## src/rtl/bus_scheduler_pkg.sv

```systemverilog
// bus_scheduler_pkg
// Shared definitions for the operand bus: op encodings (also used by the
// accumulator processors), scheduler FSM states and the default data width.
package bus_scheduler_pkg;

    localparam int DW_DEFAULT = 32;

    typedef enum logic [1:0] {
        OP_NOP   = 2'b00,
        OP_FETCH = 2'b01,
        OP_SEND  = 2'b10
    } op_e;

    typedef enum logic [1:0] {
        ST_ARB     = 2'b00,
        ST_WAIT_OP = 2'b01,
        ST_SIG     = 2'b10,
        ST_RELEASE = 2'b11
    } state_e;

    // Anything other than a clean FETCH or SEND code (including 11, X, Z)
    // is treated as NOP.
    function automatic op_e decode_op(input logic [1:0] raw);
        case (raw)
            2'b01:   decode_op = OP_FETCH;
            2'b10:   decode_op = OP_SEND;
            default: decode_op = OP_NOP;
        endcase
    endfunction

endpackage

```

## src/rtl/bus_scheduler_rr_arbiter.sv

```systemverilog
// bus_scheduler_rr_arbiter
// Combinational round-robin pick: searches i_req starting one past
// i_last_owner, wrapping, and returns the first asserted requester.
// Ports:
//   i_req          per-processor request
//   i_last_owner   index of the previous bus owner (lowest priority)
//   o_onehot       one-hot pick (all zero when nobody requests)
//   o_idx          index of the pick
//   o_valid        at least one request present
module bus_scheduler_rr_arbiter #(
    parameter int N_PROC = 4,
    parameter int OW     = 2
) (
    input  logic [N_PROC-1:0] i_req,
    input  logic [OW-1:0]     i_last_owner,
    output logic [N_PROC-1:0] o_onehot,
    output logic [OW-1:0]     o_idx,
    output logic              o_valid
);

    logic [OW-1:0] w_cand;

    always_comb begin
        o_onehot = '0;
        o_idx    = '0;
        o_valid  = 1'b0;
        w_cand   = '0;
        for (int k = 1; k <= N_PROC; k++) begin
            w_cand = OW'((int'(i_last_owner) + k) % N_PROC);
            if (!o_valid && i_req[w_cand]) begin
                o_valid          = 1'b1;
                o_idx            = w_cand;
                o_onehot[w_cand] = 1'b1;
            end
        end
    end

endmodule

```

## src/rtl/bus_scheduler.sv

```systemverilog
// bus_scheduler
// Owns the shared operand/result bus of N_PROC accumulator processors and
// keeps the operand pool in a circular buffer. Bus grants are round-robin;
// FETCH pops an operand onto o_read, SEND pushes i_write back into the pool.
// Reduction is done when one operand remains and no processor holds any.
// Ports:
//   clk, reset                 clock, async active-high reset
//   i_req / o_grant            per-processor request, registered one-hot grant
//   i_op                       shared op from the granted processor
//   o_signal                   one-cycle transaction-complete strobe
//   o_read / i_write           operand out, result in
//   i_load_valid/_data, o_load_ready   host operand loading
//   i_start, o_busy, o_done, o_result  run control and final value
//   o_count                    operands in pool
//   o_starved                  sticky: FETCH stalled on empty pool too long
module bus_scheduler
    import bus_scheduler_pkg::*;
#(
    parameter int N_PROC    = 4,
    parameter int DW        = DW_DEFAULT,
    parameter int DEPTH     = 16,
    parameter int AW        = 4,
    parameter int STALL_MAX = 255
) (
    input  logic              clk,
    input  logic              reset,
    input  logic [N_PROC-1:0] i_req,
    output logic [N_PROC-1:0] o_grant,
    input  logic [1:0]        i_op,
    output logic              o_signal,
    output logic [DW-1:0]     o_read,
    input  logic [DW-1:0]     i_write,
    input  logic              i_load_valid,
    input  logic [DW-1:0]     i_load_data,
    output logic              o_load_ready,
    input  logic              i_start,
    output logic              o_busy,
    output logic              o_done,
    output logic [DW-1:0]     o_result,
    output logic [AW:0]       o_count,
    output logic              o_starved
);

    localparam int OW = (N_PROC > 1) ? $clog2(N_PROC) : 1;
    localparam int SW = (STALL_MAX > 0) ? $clog2(STALL_MAX + 1) : 1;
    localparam logic [AW:0]   CNT_ONE    = (AW+1)'(1);
    localparam logic [AW:0]   CNT_TWO    = (AW+1)'(2);
    localparam logic [AW:0]   CNT_FULL   = (AW+1)'(DEPTH);
    localparam logic [AW-1:0] PTR_ONE    = AW'(1);
    localparam logic [OW-1:0] OWNER_RST  = OW'(N_PROC - 1);
    localparam logic [SW-1:0] STALL_LOAD = SW'(STALL_MAX);
    localparam logic [SW-1:0] STALL_ONE  = SW'(1);

    state_e            r_state, w_state_nxt;
    logic [OW-1:0]     r_owner;
    logic [N_PROC-1:0] r_grant;
    logic              r_signal;
    logic [DW-1:0]     r_read;
    logic [DW-1:0]     r_mem [DEPTH];
    logic [AW-1:0]     r_head, r_tail;
    logic [AW:0]       r_count, r_held;
    logic              r_running, r_done, r_starved;
    logic [SW-1:0]     r_stall_tmr;

    logic [N_PROC-1:0] w_arb_onehot;
    logic [OW-1:0]     w_arb_idx;
    logic              w_arb_valid;
    op_e               w_op;
    logic              w_load_ready, w_load, w_start;
    logic              w_take, w_fetch, w_send, w_stall, w_release, w_finish;
    logic              w_mem_we;
    logic [DW-1:0]     w_mem_wdata;

    bus_scheduler_rr_arbiter #(.N_PROC(N_PROC), .OW(OW)) u_arb (
        .i_req        (i_req),
        .i_last_owner (r_owner),
        .o_onehot     (w_arb_onehot),
        .o_idx        (w_arb_idx),
        .o_valid      (w_arb_valid)
    );

    assign w_op         = decode_op(i_op);
    assign w_load_ready = !r_running && (r_count < CNT_FULL);
    assign w_load       = i_load_valid && w_load_ready;
    assign w_start      = i_start && !r_running && (r_count != '0);

    always_ff @(posedge clk or posedge reset) begin
        if (reset) r_state <= ST_ARB;
        else       r_state <= w_state_nxt;
    end

    always_comb begin
        w_state_nxt = r_state;
        w_take      = 1'b0;
        w_fetch     = 1'b0;
        w_send      = 1'b0;
        w_stall     = 1'b0;
        w_release   = 1'b0;
        w_finish    = 1'b0;
        case (r_state)
            ST_ARB: begin
                if (r_running && r_count == CNT_ONE && r_held == '0) begin
                    w_finish = 1'b1;
                end else if (r_running && w_arb_valid) begin
                    w_take      = 1'b1;
                    w_state_nxt = ST_WAIT_OP;
                end
            end
            ST_WAIT_OP: begin
                if (w_op == OP_FETCH) begin
                    if (r_count != '0) begin
                        w_fetch     = 1'b1;
                        w_state_nxt = ST_SIG;
                    end else begin
                        w_stall = 1'b1;
                    end
                end else if (w_op == OP_SEND) begin
                    w_send      = 1'b1;
                    w_state_nxt = ST_SIG;
                end
            end
            ST_SIG: begin
                w_release   = 1'b1;
                w_state_nxt = ST_RELEASE;
            end
            ST_RELEASE: begin
                // Owner must drop req before we re-arbitrate, so it never
                // mistakes the old grant for a new one.
                if (!i_req[r_owner]) w_state_nxt = ST_ARB;
            end
            default: w_state_nxt = ST_ARB;
        endcase
    end

    // Loads only happen while idle and SEND only while running, so the two
    // never compete for the write port.
    assign w_mem_we    = w_load || w_send;
    assign w_mem_wdata = w_send ? i_write : i_load_data;

    always_ff @(posedge clk) begin
        if (w_mem_we) r_mem[r_tail] <= w_mem_wdata;
    end

    always_ff @(posedge clk or posedge reset) begin
        if (reset) begin
            r_grant     <= '0;
            r_signal    <= 1'b0;
            r_read      <= '0;
            r_owner     <= OWNER_RST;
            r_head      <= '0;
            r_tail      <= '0;
            r_count     <= '0;
            r_held      <= '0;
            r_running   <= 1'b0;
            r_done      <= 1'b0;
            r_starved   <= 1'b0;
            r_stall_tmr <= '0;
        end else begin
            if (w_mem_we) begin
                r_tail  <= r_tail + PTR_ONE;
                r_count <= r_count + CNT_ONE;
            end
            if (w_fetch) begin
                r_read   <= r_mem[r_head];
                r_head   <= r_head + PTR_ONE;
                r_count  <= r_count - CNT_ONE;
                r_held   <= r_held + CNT_ONE;
                r_signal <= 1'b1;
            end
            if (w_send) begin
                r_held   <= r_held - CNT_TWO;
                r_signal <= 1'b1;
            end
            if (w_take) begin
                r_grant     <= w_arb_onehot;
                r_owner     <= w_arb_idx;
                r_stall_tmr <= STALL_LOAD;
            end
            // Down-counter reaches zero on stall cycle STALL_MAX; the next
            // stall cycle is the one that exceeds the limit.
            if (w_stall) begin
                if (r_stall_tmr == '0) r_starved   <= 1'b1;
                else                   r_stall_tmr <= r_stall_tmr - STALL_ONE;
            end
            if (w_release) begin
                r_grant  <= '0;
                r_signal <= 1'b0;
            end
            if (w_finish) begin
                r_done    <= 1'b1;
                r_running <= 1'b0;
            end
            if (w_start) begin
                r_running <= 1'b1;
                r_done    <= 1'b0;
                r_starved <= 1'b0;
            end
        end
    end

    always_ff @(posedge clk) begin
        if (!reset && w_send) begin
            assert (r_count < CNT_FULL);
            assert (r_held >= CNT_TWO);
        end
    end

    assign o_grant      = r_grant;
    assign o_signal     = r_signal;
    assign o_read       = r_read;
    assign o_load_ready = w_load_ready;
    assign o_busy       = r_running;
    assign o_done       = r_done;
    assign o_result     = r_mem[r_head];
    assign o_count      = r_count;
    assign o_starved    = r_starved;

endmodule

```

## config.mk

```make
export PLATFORM = sky130hd
export DESIGN_NAME = bus_scheduler
export DESIGN_NICKNAME = d
export VERILOG_FILES = /design/src/rtl/bus_scheduler_pkg.sv /design/src/rtl/bus_scheduler_rr_arbiter.sv /design/src/rtl/bus_scheduler.sv
export SDC_FILE = /design/constraint.sdc
export NUM_CORES = 1
export LEC_CHECK = 0
export BUFFER_PORTS_ARGS = -buffer_cell sky130_fd_sc_hd__buf_2
export CELL_PAD_IN_SITES_DETAIL_PLACEMENT = 1
export CELL_PAD_IN_SITES_GLOBAL_PLACEMENT = 1
export CORE_MARGIN = 1
export CORE_UTILIZATION = 48
export CTS_BUF_LIST = sky130_fd_sc_hd__clkbuf_16
export DETAILED_ROUTE_END_ITERATION = 8
export HOLD_SLACK_MARGIN = 0.03
export PLACE_DENSITY_LB_ADDON = 0.1
export SETUP_SLACK_MARGIN = 0.02
export SLEW_MARGIN = 20
export SYNTH_ARGS = -nofsm -noshare
export SYNTH_HDL_FRONTEND = slang
export SYNTH_SLANG_ARGS = --single-unit
```

## constraint.sdc

```tcl
create_clock -name clk -period 4.3 [get_ports clk]
set_input_delay 0.43 -clock clk [delete_from_list [all_inputs] [get_ports clk]]
set_output_delay 0.43 -clock clk [all_outputs]
set_load 0.02 [all_outputs]
```

## Word level (Yosys, flattened, before mapping)

Memories as Yosys holds them, arrays and structs flattened.
Cells that the tools add are included.

| word-level totals | value |
|---|---|
| memories kept | 1 |
| RAM bits | 512 |
| output and inout port bits | 78 |
| input bits | 74 |
| word-level logic and storage cells | 158 |
| bits in registers | 70 |

| cells by class | value |
|---|---|
| $add $sub $neg | 11 |
| reductions and logical operators | 32 |
| multiplexer cells | 75 |
| magnitude comparators | 10 |
| equality and inequality tests | 13 |
| bitwise operators | 3 |

Memories:

| memory | depth | width | read ports | clocked after memory_dff | write ports | line | text |
|---|---|---|---|---|---|---|---|
| r_mem | 16 | 32 | 1 | 0 | 1 | bus_scheduler.sv:59 | `logic [DW-1:0] r_mem [DEPTH];` |

Operators with widths:

| cell | number |
|---|---|
| $mux W1 | 40 |
| $mux W32 | 1 |
| $mux W4 | 6 |
| $mux W8 | 3 |
| $mux W2 | 10 |
| $mux W5 | 4 |
| $lt A2 B3 Y1 const B | 5 |
| $logic_and A1 B1 Y1 | 14 |
| $or A4 B4 Y4 | 3 |
| $reduce_bool A2 Y1 | 6 |
| $add A5 B1 Y5 const B | 2 |
| $bmux W1 S2 | 5 |
| $add A4 B1 Y4 const B | 2 |
| $demux W1 S2 | 4 |
| $eq A2 B2 Y1 const B | 4 |
| $ge A2 B1 Y1 const B | 4 |
| $logic_not A8 Y1 | 1 |
| $pmux W2 S4 | 1 |
| $sub A8 B1 Y8 const B | 1 |
| $eq A2 B1 Y1 const B | 3 |
| $ne A2 B2 Y1 const B | 3 |
| $ne A3 B3 Y1 const B | 2 |
| $eq A5 B1 Y1 const B | 1 |
| $logic_not A5 Y1 | 1 |
| other kinds (13) | 18 |

## Depth between registers and ports, before layout

Gate-level depths: netlist of run 1.

| logic depth | value |
|---|---|
| depth in word-level cells | 20 |
| depth in mapped cells | 8 |
| mapped depth without buffers | 7 |

## Hierarchy

From an unflattened synthesis of run 1, not the netlist that was laid out.

| unflattened totals | value |
|---|---|
| cells, all modules | 1549 |
| area total of the unflattened synthesis | 24419.7 um^2 |

Modules (own cells, without submodules):

| module | sequential area each (um^2) | instances | cells each | area an instance (um^2) |
|---|---|---|---|---|
| bus_scheduler | 17128.9 | 1 | 1463 | 23790.3 |
| bus_scheduler_rr_arbiter | 0.0 | 1 | 86 | 629.4 |

## Worst setup path after synthesis of run 1

OpenSTA, ideal clock, no wires.

| timing path | value |
|---|---|
| kind | register to register |
| from | register r_state[1] |
| to | memory r_mem[3][0] (netlist bit), enable pin |
| library setup time | 0.461 ns |
| buffers on the path | 2 |
| stages on the path, launching flop included | 9 |
| required time | 3.839 ns |
| arrival | 3.827 ns |
| period minus slack after synthesis | 4.288 ns |
| path slack | 0.012 ns |
| cell sequence | dfrtp_1 -> inv_1 -> ha_1 -> and2_1 -> clkbuf_1 -> a21o_1 -> clkbuf_1 -> nand2_1 -> nor3_1 |

| between the ends | value |
|---|---|
| cells in the longest elaborated chain, start to end | 5 |

Ends and longest elaborated chain:

| what | line | text |
|---|---|---|
| start: declaration | bus_scheduler.sv:54 | `state_e r_state, w_state_nxt;` |
| start signal: assignment | bus_scheduler.sv:89 | `else r_state <= w_state_nxt;` |
| $eq A2 B1 Y1 | bus_scheduler.sv:100 | `case (r_state)` |
| $mux W1 | bus_scheduler.sv:100 |  |
| $logic_or A1 B1 Y1 | bus_scheduler.sv:137 | `assign w_mem_we = w_load \|\| w_send;` |
| $mux W1 | bus_scheduler.sv:141 | `if (w_mem_we) r_mem[r_tail] <= w_mem_wdata;` |
| $mux W1 (implied by the code) | bus_scheduler.sv:141 |  |
| end: declaration | bus_scheduler.sv:59 |  |

Every way passes these cells.

## Worst setup path in the final report of run 1

| timing path | value |
|---|---|
| from | register r_head[0] |
| to | output o_result[7] |

| between the ends | value |
|---|---|
| cells in the longest elaborated chain, start to end | 1 |

Ends and longest elaborated chain:

| what | line | text |
|---|---|---|
| start: declaration | bus_scheduler.sv:60 | `logic [AW-1:0] r_head, r_tail;` |
| start signal: assignment | bus_scheduler.sv:165 | `r_head <= r_head + PTR_ONE;` |
| $mem_v2 Z16 W32 | - |  |
| end: declaration | bus_scheduler.sv:39 | `output logic [DW-1:0] o_result,` |

Every way passes these cells.

==> results.py, run 1 <==
metrics = {
    "die": {
        "dieArea_um2": 49730,
        "initial_core_util_pct": 48.89,
        "ios": 152,
        "die_h_um": 223.0,
        "die_width_um": 223.0,
        "core_area_um2": 47950,
        "rows": 80,
    },
    "clocking": {
        "clkLatencyLatePin_ps": 620,
        "post-cts-setup-buffers": 0,
        "clkTransAtPathRegs_ps": 60,
        "cts.path.max_buffers": 3,
        "ctsHoldBuffers": 1,
        "numCtsBuffers": 60,
        "cts_sinks": 582,
        "tritoncts": "done",
        "ctsResizeCount": 0,
        "cts_root_buf": "clkbuf_16",
        "htreeDepth": 2,
    },
    "synth": {
        "ys_seq_area_share_pct": 73.07,
        "syn_area_um2": 23440,
        "synth_edf_count": 512,
        "syn_inst": 1121,
        "yosys_warnings": 0,
        "ys.flop_type": "edfxtp_1",
        "synthDistinctLibCells": 54,
        "synth_fp_nets": 1224,
        "async_flop_share_pct": 12.03,
        "avgSynthCellArea_um2": 20.91,
        "ys_ff_latch": 582,
    },
    "critical_path": {
        "startpoint": "r_head[0]",
        "reg2reg_depth": 7,
        "r2r_slack_ps": 1340,
        "end_kind": "output pin",
        "crit_fanout": 40,
        "cp-start-kind": "register",
        "crit_slowest_cell": "buf_4",
        "critical_path_arrival_ps": 3050,
        "cp-endpoint": "o_result[7]",
        "r2r_end": "r_mem[15][20]",
        "crit_chain": "buf_4 -> mux4_2 -> mux4_2 -> buf_2",
        "crit_type": "reg -> out",
        "cp_common_cell": "mux4_2",
        "r2r_start": "r_state[1]",
        "slowest_delay_ps": 620,
        "cp.required_ps": 3870,
    },
    "timing": {
        "fin_crit_sh_pct": 80.99,
        "hold_viol_final": 0,
        "relSlewSlack_pct": 26.27,
        "maxSlewViolCount": 0,
        "setup_viol": 0,
        "rsz0062_at_grt": "no",
        "finalSetupTns_ps": 0,
        "worst_pin_slew_ps": 1106,
        "finalCriticalPeriod_ps": 3483,
        "clock.fmax_ghz": 0.2871,
        "skew_ps": 23.01,
    },
    "global_route": {
        "track_usage_pct": 21.92,
        "antenna_found_initial": 0,
        "grt_max_degree": 63,
        "grt_pass1_wl_um": 79560,
        "grt_pass1_vias": 12310,
        "grt_remaining_overflow": 0,
    },
    "detailed_routing": {
        "drc": 0,
        "antenna_left": 0,
        "via_count": 11560,
        "wire_per_inst_um": 26.90,
        "via_per_inst": 5.870,
        "first_pass_iters": 6,
        "drt_iter0_drc": 924,
        "wl_um": 52990,
    },
    "placed_design": {
        "port_buffers": 151,
        "dpl.hpwl_um": 29220,
        "gp_congestion": 0.7346,
        "placed_cell_area_um2": 25140,
    },
    "finish": {
        "mostFrequentLayoutCell": "edfxtp_1",
        "syn_to_final_growth_pct": 15.68,
        "nets": 1408,
        "design_area_um2": 27120,
        "diodes": 0,
        "drive_gt1_share_pct": 38.01,
        "mostFrequentLayoutCells": "edfxtp_1 (512), mux4_2 (162), buf_2 (151), mux2_2 (65), dfrtp_1 (64)",
    },
    "pwr": {
        "ir_drop_v": 0.0003937,
        "power-per-cell-area_nw_per_um2": 627.1,
        "p_leak_uw": 0.009179,
    },
    "run": {
        "max-cap-violations": 0,
    },
    "outcome": {
        "outcome": "complete, no violations",
    },
    "hold_path": {
        "hp-class": "in -> reg",
        "whs_path_depth": 3,
    },
}
[final cells by class]
class | count | area [µm²]
multi-input cells | 459 | 6055
inverters | 22 | 83.83
fillers | 4190 | 20830
clock buffers | 61 | 1526
flip-flops and latches | 582 | 17140
clock inverters | 51 | 442.9
well taps | 615 | 769.5
repair buffers | 180 | 1101
[per-stage QoR]
stage / worst slack (ps) / util, % / total power (µW) / hold slack (ps) / cells
global placement: 1331 / 52.43 / 11950 / 458.0 / 1857
global route: 655.4 / 56.56 / 17750 / 214.0 / 1970
CTS: 714.3 / 56.56 / 17210 / 169.1 / 1970
floorplan: 48.65 / - / 10670 / 440.0 / 1121
detailed placement: 1298 / 52.43 / 12050 / 464.8 / 1857
finish: 817.3 / 56.56 / 17010 / 192.3 / 1970
[cells in the mapped netlist, drive strengths merged (7+ instances only)]
| cell type | n | share of area, % |
|---|---|---|
| nand2 | 33 | 0.53 |
| dfrtp | 68 | 7.3 |
| nor2 | 38 | 0.61 |
| inv | 22 | 0.35 |
| xnor2 | 12 | 0.45 |
| mux4 | 162 | 16 |
| edfxtp | 512 | 66 |
| clkbuf | 29 | 0.46 |
| mux2 | 66 | 3.2 |
| a21oi | 13 | 0.28 |
| ha | 29 | 1.5 |
| o21ai | 10 | 0.21 |
| buf | 29 | 0.84 |
| nor3 | 7 | 0.15 |
| nand3 | 12 | 0.26 |
| nand4 | 7 | 0.19 |
[power breakdown]
part           switching [µW]  internal [µW]  total, µW  leakage [µW]
Sequential                480           6720       7200       0.00542
Clock                    2120           3040       5160       0.00104
Combinational            2490           2160       4650       0.00272
Total                    5090          11900      17000       0.00918
[per-layer routing]
layer / wire (µm) / GRT usage [%] / vias up
met5: 0 / 0 / -
met3: 2253 / 3.016 / 79
met1: 23540 / 31.30 / 6205
li1: - / - / 4982
met2: 26100 / 35.71 / 297
met4: 1089 / 6.096 / 0
[worst min path at each step]
stage	startpoint	to	slack, ps
floorplan	r_held[4]	r_held[4]	440
global placement	r_held[4]	r_held[4]	460
detailed placement	r_held[4]	r_held[4]	460
CTS	i_start	o_done	170
global route	i_start	o_done	210
finish	i_start	o_done	190
[sequential cells by signal, summed over array words and instances (netlist names), 4 cells and up]
name         count
r_mem          512
r_stall_tmr      8
o_count          5
r_held           5
o_grant          4
o_read          32
r_head           4
r_tail           4
[logic make-up (layout without fill, tap and decap cells)]
| group | after synthesis | after routing | synth area share (%) |
|---|---|---|---|
| and+or+nand+nor | 124 | 124 | 2.578 |
| DFF | 582 | 582 | 73.07 |
| adders and majority gates | 29 | 29 | 1.548 |
| buffers and inverters | 80 | 314 | 1.655 |
| AOI/OAI and AO/OA | 59 | 59 | 1.687 |
| muxes | 232 | 232 | 18.90 |
| xor gates and xnor gates | 15 | 15 | 0.5604 |
[worst max-delay path, delay by kind of cell, from the launching register on]
kind     cells  cell delay, ps
buf+inv      2             810
flops        1             440
mux          2            1140
Note: power is estimated with default switching activity, not from simulation.
==> run 2, diff against run 1 <==
ABC_AREA = 1   (was not set)
CORE_UTILIZATION = 44   (was 48)
clock period = 3 ns   (was 4.3 ns; I/O delays follow)
==> run 2 against run 1 <==
- flip-flop and latch count stayed put
- setup slack worse by 660 ps
- wire length is 34% higher
- register-to-register slack worse by 960 ps
- die area is 13% higher
- design area is 4.9% higher
- largest cell class unchanged
- highest routed layer unchanged
==> results.py, run 2 <==
metrics = {
    "clocking": {
        "clkLatencyLatePin_ps": 630,
        "tritoncts": "done",
        "numCtsBuffers": 61,
        "clkTransAtPathRegs_ps": 60,
        "cts_root_buf": "clkbuf_16",
        "cts_sinks": 582,
        "cts.path.max_buffers": 3,
        "htreeDepth": 2,
    },
    "detailed_routing": {
        "drt_iter0_drc": 1355,
        "drc": 0,
        "wl_um": 70970,
        "first_pass_iters": 6,
        "wire_per_inst_um": 23.66,
        "antenna_left": 0,
        "via_per_inst": 5.659,
        "via_count": 16970,
    },
    "critical_path": {
        "r2r_start": "r_state[1]",
        "crit_type": "reg -> out",
        "r2r_slack_ps": 380,
        "crit_fanout": 64,
        "cp-start-kind": "register",
        "reg2reg_depth": 7,
        "end_kind": "output pin",
        "cp.required_ps": 2700,
        "r2r_end": "r_mem[12][22]",
        "critical_path_arrival_ps": 2540,
    },
    "finish": {
        "nets": 2354,
        "mostFrequentLayoutCell": "edfxtp_1",
        "largest_reg_flops": 512,
        "fin_cells": 2999,
        "mostFrequentLayoutCells": "edfxtp_1 (512), nor2_1 (409), nand2_1 (308), o21ai_0 (229), buf_2 (151)",
        "design_area_um2": 28460,
        "regMostFlops": "r_mem",
        "drive_gt1_share_pct": 15.11,
        "syn_to_final_growth_pct": 17.16,
        "diodes": 0,
        "fillers": 5624,
    },
    "timing": {
        "fin_crit_sh_pct": 94.80,
        "setup_viol": 0,
        "hold_viol_final": 0,
        "worst_pin_slew_ps": 900.7,
        "clock.fmax_ghz": 0.3516,
        "timing.hold.ws_ps": 207.8,
        "finalCriticalPeriod_ps": 2844,
        "fin_ws_ps": 156.1,
        "rsz0062_at_grt": "no",
        "relSlewSlack_pct": 39.95,
        "maxSlewViolCount": 0,
        "skew_ps": 17.67,
    },
    "global_route": {
        "grt_max_degree": 130,
        "antenna_found_initial": 0,
        "grt_remaining_overflow": 0,
        "grt_pass1_wl_um": 106200,
        "grt_pass1_vias": 17520,
        "track_usage_pct": 24.91,
    },
    "placed_design": {
        "placed_cell_area_um2": 26140,
        "dp.cells": 2869,
        "preCtsSetupSlack_ps": 426.3,
        "dpl.hpwl_um": 40300,
        "port_buffers": 151,
        "gp_congestion": 0.7881,
    },
    "synth": {
        "synth.top_cell.area_share_pct": 63.30,
        "syn_area_um2": 24290,
        "ys_seq_area_share_pct": 70.52,
        "synthDistinctLibCells": 34,
        "synth_edf_count": 512,
        "ys_ff_latch": 582,
        "yosys-top-cells-count": "edfxtp_1 (512), nor2_1 (423), nand2_1 (310)",
        "avgSynthCellArea_um2": 11.65,
        "synthMostInstantiatedCell": "edfxtp_1",
        "yosys_warnings": 0,
        "async_flop_share_pct": 12.03,
        "synth_area_leaders": "edfxtp_1 (63%), dfrtp_1 (7.0%), nor2_1 (6.5%)",
        "synth_fp_nets": 2188,
        "ys.flop_type": "edfxtp_1",
        "syn_inst": 2085,
        "synth_top_area_cell": "edfxtp_1",
    },
    "die": {
        "initial_core_util_pct": 44.87,
        "ios": 152,
        "rows": 85,
        "die_width_um": 237.0,
        "dieArea_um2": 56150,
        "die_h_um": 237.0,
        "core_area_um2": 54130,
    },
    "pwr": {
        "combPwrFrac_pct": 38.0,
        "switchingPower_uw": 11010,
        "power-per-cell-area_nw_per_um2": 994.6,
        "switching_share_pct": 38.92,
        "power_frac_seq_pct": 35.1,
        "ir_drop_v": 0.0006110,
        "internal_power_uw": 17290,
        "finalPower_uw": 28300,
        "p_leak_uw": 0.01058,
        "clkPwrFrac_pct": 26.9,
    },
    "run": {
        "max-cap-violations": 0,
    },
    "hold_path": {
        "hold_end": "r_mem[9][11]",
        "whs_path_depth": 4,
        "hp-class": "in -> reg",
        "min_from": "i_write[11]",
    },
    "outcome": {
        "outcome": "complete, no violations",
    },
}
## run 2: worst max path at each step
stage,startpoint,to,slack (ps)
floorplan,o_busy,r_mem[11][0],-780
global placement,r_state[1],r_mem[12][10],520
finish,r_head[0],o_result[18],160
detailed placement,r_state[1],r_mem[12][10],430
CTS,r_head[0],o_result[26],-0.9
global route,r_head[0],o_result[14],8
## run 2: logic make-up (layout without fill, tap and decap cells)
kind of cell / after synthesis / count (layout) / share of synthesized area [%]
flops: 582 / 582 / 70.52
fa+ha+maj: 29 / 29 / 1.494
xor+xnor: 16 / 16 / 0.5770
compound gates: 418 / 418 / 10.06
buf+inv: 186 / 404 / 3.364
simple gates: 854 / 854 / 13.98
## run 2: layout make-up
type | count | area, µm² | share of cell area [%]
Sequential cell | 582 | 17140 | 60.23
Multi-Input combinational cell | 1317 | 6462 | 22.71
Timing Repair Buffer | 226 | 1718 | 6.037
Clock buffer | 63 | 1577 | 5.540
Tap cell | 696 | 870.8 | 3.060
Clock inverter | 52 | 431.7 | 1.517
Inverter | 62 | 249.0 | 0.8750
Timing Repair inverter | 1 | 8.758 | 0.03078
## run 2: power by group through the flow
stage / logic [µW] / registers [µW] / clock network, µW
4_1_cts: 10400 / 9920 / 7730
5_1_grt: 11800 / 10000 / 8000
6_report: 10700 / 9940 / 7610
3_3_place_gp: 9880 / 10100 / 0
2_1_floorplan: 6370 / 10300 / 0
3_5_place_dp: 10200 / 10100 / 0
## run 2: routing by layer
layer  global-route usage [%]  vias up  share of wire (%)
met3                    3.276      103                4.8
li1                         -     7710                  -
met1                    34.44     8660                 45
met5                        0        -                  0
met4                    6.612        0                2.1
met2                    41.49      497                 48
## run 2: repair_timing
action | in CTS | in global routing
cloned | 1 | 6
gates resized for setup | 4 | 8
endpoints found under the hold margin | 40 | 0
setup endpoints to repair | 5 | 29
hold buffers | 2 | 0
buffers inserted | 0 | 6
## run 2: critical path, cell delays in order, from the launching register on
cell       delay, ps
dfrtp_4          550
buf_4            180
clkbuf_16        290
o21ai_0          150
o211ai_1         190
nand3_1          170
nand2_1          140
buf_2            180
## run 2: stage by stage
step                      setup TNS [ps]  util, %
after CTS                        -0.8660    52.14
after detailed placement               0    48.29
final                                  0    52.57
after global placement                 0    48.29
after floorplan                   -49670        -
after global routing                   0    52.57
==> run 3, diff against run 2 <==
CORE_UTILIZATION = 53   (was 44)
clock period = 3.3 ns   (was 3 ns; I/O delays follow)
==> run 3 against run 2 <==
- hold slack got worse by 140 ps
- sequential share of layout area is 1.4 points higher
- sequential power down 9.2%
- critical path depth decreased by 1
- die area down 17%
- highest routed layer unchanged
==> results.py, run 3 (synthesis results as in run 2) <==
metrics = {
    "outcome": {
        "outcome": "complete, no violations",
    },
    "finish": {
        "syn_to_final_growth_pct": 14.51,
        "regMostFlops": "r_mem",
        "mostFrequentLayoutCell": "edfxtp_1",
        "mostFrequentLayoutCells": "edfxtp_1 (512), nor2_1 (409), nand2_1 (308), o21ai_0 (228), buf_2 (151)",
        "diodes": 0,
        "drive_gt1_share_pct": 13.98,
        "largest_reg_flops": 512,
        "fillers": 4686,
        "nets": 2328,
        "fin_cells": 2875,
    },
    "die": {
        "die_width_um": 216.1,
        "dieArea_um2": 46690,
        "initial_core_util_pct": 53.64,
        "rows": 78,
        "core_area_um2": 45280,
        "die_h_um": 216.1,
        "ios": 152,
    },
    "pwr": {
        "ir_drop_v": 0.0005142,
        "power-per-cell-area_nw_per_um2": 884.2,
        "finalPower_uw": 24590,
        "power_frac_seq_pct": 36.7,
        "combPwrFrac_pct": 37.4,
        "switching_share_pct": 39.64,
        "internal_power_uw": 14850,
        "switchingPower_uw": 9747,
        "p_leak_uw": 0.01030,
        "clkPwrFrac_pct": 25.9,
    },
    "clocking": {
        "cts.path.max_buffers": 3,
        "cts_sinks": 582,
        "htreeDepth": 2,
        "numCtsBuffers": 58,
        "tritoncts": "done",
        "clkTransAtPathRegs_ps": 70,
        "cts_root_buf": "clkbuf_16",
        "clkLatencyLatePin_ps": 620,
    },
    "detailed_routing": {
        "first_pass_iters": 5,
        "wire_per_inst_um": 24.49,
        "drt_iter0_drc": 1604,
        "via_per_inst": 5.957,
        "via_count": 17130,
        "wl_um": 70400,
        "antenna_left": 0,
        "drc": 0,
    },
    "timing": {
        "maxSlewViolCount": 0,
        "setup_viol": 0,
        "relSlewSlack_pct": 36.40,
        "timing.hold.ws_ps": 69.58,
        "worst_pin_slew_ps": 954.0,
        "hold_viol_final": 0,
        "skew_ps": 12.53,
        "finalCriticalPeriod_ps": 3128,
        "fin_crit_sh_pct": 94.79,
        "fin_ws_ps": 171.8,
        "finalSetupTns_ps": 0,
        "clock.fmax_ghz": 0.3197,
        "rsz0062_at_grt": "no",
    },
    "critical_path": {
        "crit_fanout": 71,
        "end_kind": "output pin",
        "cp-start-kind": "register",
        "path_buf_inv": 2,
        "critical_path_arrival_ps": 2800,
        "crit_chain": "buf_4 -> o21ai_0 -> o211ai_1 -> nand3_1 -> nand2_1 -> buf_2",
        "crit_slowest_cell": "buf_4",
        "cp.required_ps": 2970,
        "cp_top_family": "buffers and inverters",
        "crit_type": "reg -> out",
        "slowest_delay_ps": 620,
        "reg2reg_depth": 7,
        "cp_num_cells": 6,
    },
    "hold_path": {
        "whs_path_depth": 3,
        "hp-class": "in -> reg",
    },
    "global_route": {
        "grt_remaining_overflow": 0,
        "grt_pass1_wl_um": 107400,
        "antenna_found_initial": 0,
        "grt_pass1_vias": 18280,
        "grt_max_degree": 117,
        "track_usage_pct": 30.41,
    },
    "placed_design": {
        "preCtsSetupSlack_ps": 682.8,
        "gp_congestion": 0.8146,
        "dp.cells": 2764,
        "dpl.hpwl_um": 40980,
        "port_buffers": 151,
    },
    "run": {
        "max-cap-violations": 0,
    },
}
-- run 3: timing repair --
action,4_1_cts,5_1_grt
resized for setup,0,0
endpoints found under the hold margin,41,0
hold buffers,1,0
setup endpoints to repair,0,0
buffers inserted,0,0
-- run 3: path summary, 6_finish.rpt --
kind / from / end / slack (ps)
setup / recovery: r_head[0] / o_result[28] / 170
hold / removal: i_start / o_busy / 70
setup reg to reg: r_state[1] / r_mem[14][9] / 640
hold reg to reg: o_read[0] / o_read[0] / 470
max in group asynchronous: reset / r_owner[1] / 2070
min in group asynchronous: reset / r_held[0] / 430
-- run 3: tightest hold or removal path, cell delays in order --
cell,delay (ps)
buf_2,90
nand3_1,120
o21ai_0,100
-- run 3: stage by stage --
stage	area, µm²	util, %
2_1_floorplan	24290	-
3_3_place_gp	25980	57.36
3_5_place_dp	25980	57.36
4_1_cts	27810	61.42
5_1_grt	27810	61.42
6_report	27810	61.42
-- run 3: routing by layer --
| metal | vias to the layer above | wire (µm) | global-route usage (%) | share of wire, % |
|---|---|---|---|---|
| met3 | 133 | 4228 | 4.758 | 6.0 |
| met4 | 0 | 2195 | 10.61 | 3.1 |
| met5 | - | 0 | 0 | 0 |
| met2 | 573 | 35660 | 52.30 | 51 |
| met1 | 8770 | 28320 | 39.27 | 40 |
| li1 | 7650 | - | - | - |
-- run 3: power groups by stage --
stage | clock (µW) | combinational [µW] | sequential (µW)
after global routing | 6690 | 10100 | 9080
after floorplan | 0 | 5770 | 9340
after detailed placement | 0 | 9110 | 9180
final | 6370 | 9200 | 9030
after global placement | 0 | 8690 | 9140
after CTS | 6450 | 9240 | 9030
-- run 3: area by class of cell --
class                           instances  area (µm²)  area share (%)
Clock inverter                         51       349.1           1.255
Sequential cell                       582       17140           61.62
Timing Repair Buffer                  204        1394           5.012
Inverter                               62       241.5          0.8683
Clock buffer                           59        1476           5.309
Tap cell                              600       750.7           2.699
Multi-Input combinational cell       1317        6462           23.24
